### src/rtl/shf_barrel_pipe.sv
// rtl/shf_barrel_pipe.sv - pipelined bidirectional barrel shifter with sticky and valid/ready backpressure
// Optional rotate datapath: define SHF_ROTATE_EN.
module shf_barrel_pipe #(
  parameter int SIZE_DATA  = 32,
  parameter int SIZE_SHIFT = 5,
  parameter int REG_EVERY  = 1
) (
  input  logic                  i_clk,
  input  logic                  i_rst,
  input  logic                  i_valid,
  output logic                  o_ready,
  input  logic [SIZE_DATA-1:0]  i_data,
  input  logic [SIZE_SHIFT-1:0] i_shift_number,
  input  logic                  i_dir,
  input  logic                  i_arith,
  input  logic                  i_rot,
  output logic                  o_valid,
  input  logic                  i_ready,
  output logic [SIZE_DATA-1:0]  o_data,
  output logic                  o_sticky
);

  localparam int L = (SIZE_SHIFT + REG_EVERY - 1) / REG_EVERY;

  if ((1 << (SIZE_SHIFT - 1)) >= SIZE_DATA) begin : g_bad_shift
    $error("shf_barrel_pipe: largest stage shift must be smaller than SIZE_DATA");
  end
  if (REG_EVERY < 1 || REG_EVERY > SIZE_SHIFT) begin : g_bad_reg_every
    $error("shf_barrel_pipe: REG_EVERY must be within 1..SIZE_SHIFT");
  end

  logic rot_req;
`ifdef SHF_ROTATE_EN
  assign rot_req = i_rot;
`else
  logic unused_rot;
  assign rot_req    = 1'b0;
  assign unused_rot = i_rot;
`endif

  // load[g]: register group g may capture this cycle (empty, or its beat moves on)
  logic [L-1:0] load;
  assign o_ready = load[0];

  genvar g;
  for (g = 0; g < L; g++) begin : g_grp
    localparam int LO = g * REG_EVERY;
    localparam int HI = ((g + 1) * REG_EVERY < SIZE_SHIFT) ? (g + 1) * REG_EVERY : SIZE_SHIFT;

    logic [SIZE_DATA-1:0]  r_data;
    logic [SIZE_SHIFT-1:0] r_amt;
    logic                  r_valid;
    logic                  r_sticky;
    logic                  r_dir;
    logic                  r_fill;
    logic                  r_rot;

    logic [SIZE_DATA-1:0]  in_data;
    logic [SIZE_SHIFT-1:0] in_amt;
    logic                  in_valid;
    logic                  in_sticky;
    logic                  in_dir;
    logic                  in_fill;
    logic                  in_rot;

    logic [SIZE_DATA-1:0]  nx_data;
    logic                  nx_sticky;

    if (g == 0) begin : g_src
      assign in_data   = i_data;
      assign in_amt    = i_shift_number;
      assign in_valid  = i_valid;
      assign in_sticky = 1'b0;
      assign in_dir    = i_dir;
      assign in_fill   = i_dir & i_arith & i_data[SIZE_DATA-1];
      assign in_rot    = rot_req;
    end else begin : g_src
      assign in_data   = g_grp[g-1].r_data;
      assign in_amt    = g_grp[g-1].r_amt;
      assign in_valid  = g_grp[g-1].r_valid;
      assign in_sticky = g_grp[g-1].r_sticky;
      assign in_dir    = g_grp[g-1].r_dir;
      assign in_fill   = g_grp[g-1].r_fill;
      assign in_rot    = g_grp[g-1].r_rot;
    end

    if (g == L - 1) begin : g_load
      assign load[g] = ~r_valid | i_ready;
    end else begin : g_load
      assign load[g] = ~r_valid | load[g+1];
    end

    // Mux stages LO..HI-1; each stage shift is below SIZE_DATA, so over-range
    // totals saturate to all-fill naturally and sticky gathers every lost bit.
    always_comb begin
      nx_data   = in_data;
      nx_sticky = in_sticky;
      for (int j = LO; j < HI; j++) begin
        if (in_amt[j]) begin
`ifdef SHF_ROTATE_EN
          if (in_rot) begin
            if (in_dir)
              nx_data = (nx_data >> (1 << j)) | (nx_data << (SIZE_DATA - (1 << j)));
            else
              nx_data = (nx_data << (1 << j)) | (nx_data >> (SIZE_DATA - (1 << j)));
          end else
`endif
          if (in_dir) begin
            nx_sticky = nx_sticky | (|(nx_data & ~({SIZE_DATA{1'b1}} << (1 << j))));
            nx_data   = ({SIZE_DATA{in_fill}} << (SIZE_DATA - (1 << j))) | (nx_data >> (1 << j));
          end else begin
            nx_data = nx_data << (1 << j);
          end
        end
      end
    end

    always_ff @(posedge i_clk) begin
      if (i_rst) begin
        r_valid  <= 1'b0;
        r_data   <= '0;
        r_amt    <= '0;
        r_sticky <= 1'b0;
        r_dir    <= 1'b0;
        r_fill   <= 1'b0;
        r_rot    <= 1'b0;
      end else if (load[g]) begin
        r_valid <= in_valid;
        if (in_valid) begin
          r_data   <= nx_data;
          r_amt    <= in_amt;
          r_sticky <= nx_sticky;
          r_dir    <= in_dir;
          r_fill   <= in_fill;
          r_rot    <= in_rot;
        end
      end
    end

    // Control bits already consumed upstream, or past the last mux stage.
    logic unused_ctl;
    assign unused_ctl = ^{r_amt, r_dir, r_fill, r_rot};
  end

  assign o_valid  = g_grp[L-1].r_valid;
  assign o_data   = g_grp[L-1].r_data;
  assign o_sticky = g_grp[L-1].r_sticky;

endmodule
### config.mk
export PLATFORM = sky130hd
export DESIGN_NAME = shf_barrel_pipe
export DESIGN_NICKNAME = d
export VERILOG_FILES = /design/src/rtl/shf_barrel_pipe.sv
export SDC_FILE = /design/constraint.sdc
export NUM_CORES = 1
export LEC_CHECK = 0
export CELL_PAD_IN_SITES_DETAIL_PLACEMENT = 1
export CELL_PAD_IN_SITES_GLOBAL_PLACEMENT = 2
export CORE_MARGIN = 3
export CORE_UTILIZATION = 38
export DETAILED_ROUTE_END_ITERATION = 10
export PLACE_DENSITY = 0.9
export SLEW_MARGIN = 20
export SYNTH_ARGS = -nofsm -noshare
export SYNTH_HDL_FRONTEND = slang
export SYNTH_SLANG_ARGS = --single-unit
export TNS_END_PERCENT = 30
### constraint.sdc
create_clock -name i_clk -period 3.88 [get_ports i_clk]
set_input_delay 0.776 -clock i_clk [delete_from_list [all_inputs] [get_ports i_clk]]
set_output_delay 0.776 -clock i_clk [all_outputs]
set_load 0.03 [all_outputs]
==> results.yml <==
pwr:
  netSwitchingFraction: 0.263
  p_int_mw: 3.12
  p_switching_mw: 1.11
  clock_power_share: 0.425
  powerDensity_nw_per_um2: 393
  vdd.ir_drop.worst_v: 0.000258
  p_leak_nw: 3.29
  pwr-share-seq: 0.488
  pwr-share-comb: 0.087
outcome:
  outcome: "finished, final reports clean"
routing:
  drt_iter0_markers: 294
  avgViaCountPerCell: 5.50
  drc: 0
  drt-total-wl_mm: 24.2
  dr.pass1.iters: 5
  wl_per_cell_um: 16.5
  postRouteAntennaNets: 0
  vias: 8054
timing:
  skew_ns: 0.0117
  worstMarginPinSlew_ns: 0.976
  slew-limit-headroom: 0.349
  setup_viol: 0
  final_max_slew_viol_count: 0
  min_period_over_period: 0.840
  timing.setup.tns_ns: 0
  rsz0062_at_grt: "no"
  period_minus_slack_ns: 3.26
  fmax_mhz: 307
  hold_viol: 0
synth:
  synthFlopType: "dfxtp_1"
  post_synth.cell_area_avg_um2: 8.31
  synth-edff-count: 0
  syn-cell-area_um2: 9390
  yosys-top-cells-count: "nand2_1 (258), dfxtp_1 (188), a21oi_1 (123)"
  synth.largest_area_cell: "dfxtp_1"
  async_flop_share: 0
  yosysTopAreaCellShare: 0.401
  yosysWarnings: 0
  yosysSeqAreaShare: 0.401
  syn_nets: 1174
  yosysMostFrequentCell: "nand2_1"
  synth.distinct_cells: 41
  synth_cells: 1130
  synth-seq-cells: 188
  synthTopCellsByArea: "dfxtp_1 (40%), mux2i_1 (12%), nand2_1 (10%)"
clocking:
  cts_tree: "built"
  cts_buffers: 17
  post_cts_resized: 0
  clk_path_buf_depth: 2
  insertion_delay_ns: 0.44
  clockRootBuffer: "clkbuf_16"
  path_clk_slew_ns: 0.07
  ctsHoldBuffers: 0
  cts.sinks: 188
  htreeDepth: 4
  post-cts-setup-buffers: 0
setup_path:
  max_stage_delay_ns: 0.62
  r2r_end: "g_grp[2].r_data[31]"
  worst-path-max-fanout: 6
  worstPathRequired_ns: 3.10
  crit_arrival_ns: 2.48
  reg2reg_depth: 4
  crit_slowest_cell: "clkdlybuf4s50_1"
  critPathMostFrequentCell: "clkdlybuf4s50_1"
  worstSetupEndpointType: "output port"
  rrSetupSlack_ns: 1.91
  crit_chain: "clkdlybuf4s50_1 > and4b_1 > nand3_1 > clkdlybuf4s50_1"
  r2r-start: "g_grp[3].r_valid"
  worstSetupPathType: "in2out"
  startpoint_type: "input port"
die:
  die_area_um2: 26600
  initial_utilization: 0.393
  die_h_um: 163
  core_um2: 23900
  die_w_um: 163
  io_pins: 79
  rows: 56
worst_hold_path:
  timing.hold.worst.start: "g_grp[1].r_amt[3]"
  worstHoldEndpoint: "g_grp[1].r_amt[3]"
  min_path_type: "reg2reg"
  hold_depth: 2
cells_and_area:
  drive_gt1_frac: 0.0733
  num-nets-final: 1177
  diodes: 0
  fin_area_um2: 10800
  syn2layout_area_growth_pct: 14.6
  n_fill_cell: 2872
run:
  cap_violations: 0
global_route:
  track_usage: 0.185
  grt_max_degree: 71
  overflow: 0
  antenna_found_initial: 0
  grt_pass1_vias: 7820
  grt_pass1_wl_mm: 40.5
place:
  post_dp_cell_area_um2: 10200
  numPortBuffers: 77
  gp_congestion: 0.798
  dp_hpwl_mm: 16.9
-- cells by family after synthesis --
group,Yosys count,share of synthesized area
AO/OA/AOI/OAI,319,0.240
multiplexers,112,0.119
AND/OR/NAND/NOR,396,0.180
buffers and inverters,115,0.0597
flip-flops,188,0.401
-- area by class of cell --
cell class | count | area [um^2] | share of cell area
sequential | 188 | 3770 | 0.350
timing repair buffer | 94 | 898 | 0.0835
clock buffer | 17 | 425 | 0.0395
inverter | 5 | 18.8 | 0.00174
clock inverter | 15 | 174 | 0.0162
tap | 319 | 399 | 0.0371
multi-input combinational | 827 | 5080 | 0.472
-- worst max-delay path: cells and delay by family --
family | cells | cell delay (ns)
buffers and inverters | 2 | 1.06
and+or+nand+nor | 2 | 0.65
-- how the worst max path moves through the flow --
stage | startpoint | end | slack (ns)
final | i_ready | o_ready | 0.62
after global routing | i_ready | o_ready | 0.50
after CTS | i_ready | o_ready | 0.60
after detailed placement | i_ready | o_ready | 0.62
after global placement | i_ready | o_ready | 0.63
after floorplan | i_ready | o_ready | 1.68
-- power groups by stage --
stage | clock network [mW] | registers, mW | logic [mW]
2_1_floorplan | 0 | 2.07 | 0.280
3_3_place_gp | 0 | 2.11 | 0.361
3_5_place_dp | 0 | 2.11 | 0.371
4_1_cts | 1.84 | 2.07 | 0.374
5_1_grt | 1.92 | 2.08 | 0.415
6_report | 1.80 | 2.06 | 0.369
-- registers in the layout, indices dropped and copies added, names as in the netlist --
| name | count |
|---|---|
| g_grp.r_dir | 4 |
| g_grp.r_data | 128 |
| g_grp.r_amt | 10 |
| g_grp.r_sticky | 4 |
| g_grp.r_fill | 4 |
| o_valid | 1 |
| o_sticky | 1 |
| o_data | 32 |
| g_grp.r_valid | 4 |
-- placed cells by master (no fill, tap or decap), types with 3 or more instances in the layout --
master / synthesis / routed
o211ai_1: 100 / 100
o2bb2ai_1: 8 / 8
nor2b_1: 8 / 7
clkbuf_16: 0 / 17
nand3_1: 18 / 18
inv_6: 0 / 7
clkdlybuf4s50_1: 0 / 74
o2bb2ai_2: 18 / 18
a21oi_1: 123 / 123
nand2b_1: 17 / 17
buf_4: 5 / 17
a311oi_1: 8 / 8
nor2_1: 39 / 39
nand4_1: 3 / 3
dfxtp_1: 188 / 185
nor4_1: 6 / 6
a221oi_1: 24 / 24
mux2i_1: 112 / 112
inv_1: 4 / 4
o21ai_0: 28 / 28
and2_1: 3 / 3
nand2_1: 258 / 258
nor3_1: 35 / 35
-- layer usage --
layer | vias to the layer above | part of all wire | global-route usage | wire [um]
li1 | 4048 | - | - | -
met1 | 3825 | 0.47 | 0.241 | 11400
met2 | 142 | 0.48 | 0.310 | 11600
met3 | 39 | 0.029 | 0.0297 | 713
met4 | 0 | 0.022 | 0.0642 | 521
met5 | - | 0 | 0 | 0
-- per-stage QoR --
stage                     utilization  worst slack, ns  cells  power (mW)  hold WS [ns]
after detailed placement        0.425            0.621   1433        2.48         0.447
after global routing            0.451            0.503   1465        4.41         0.480
after floorplan                     -             1.68   1130        2.35         0.432
after CTS                       0.450            0.602   1465        4.28         0.458
final                           0.451            0.620   1465        4.23         0.457
after global placement          0.425            0.630   1433        2.47         0.442
Note: power is estimated with default switching activity, not from simulation.
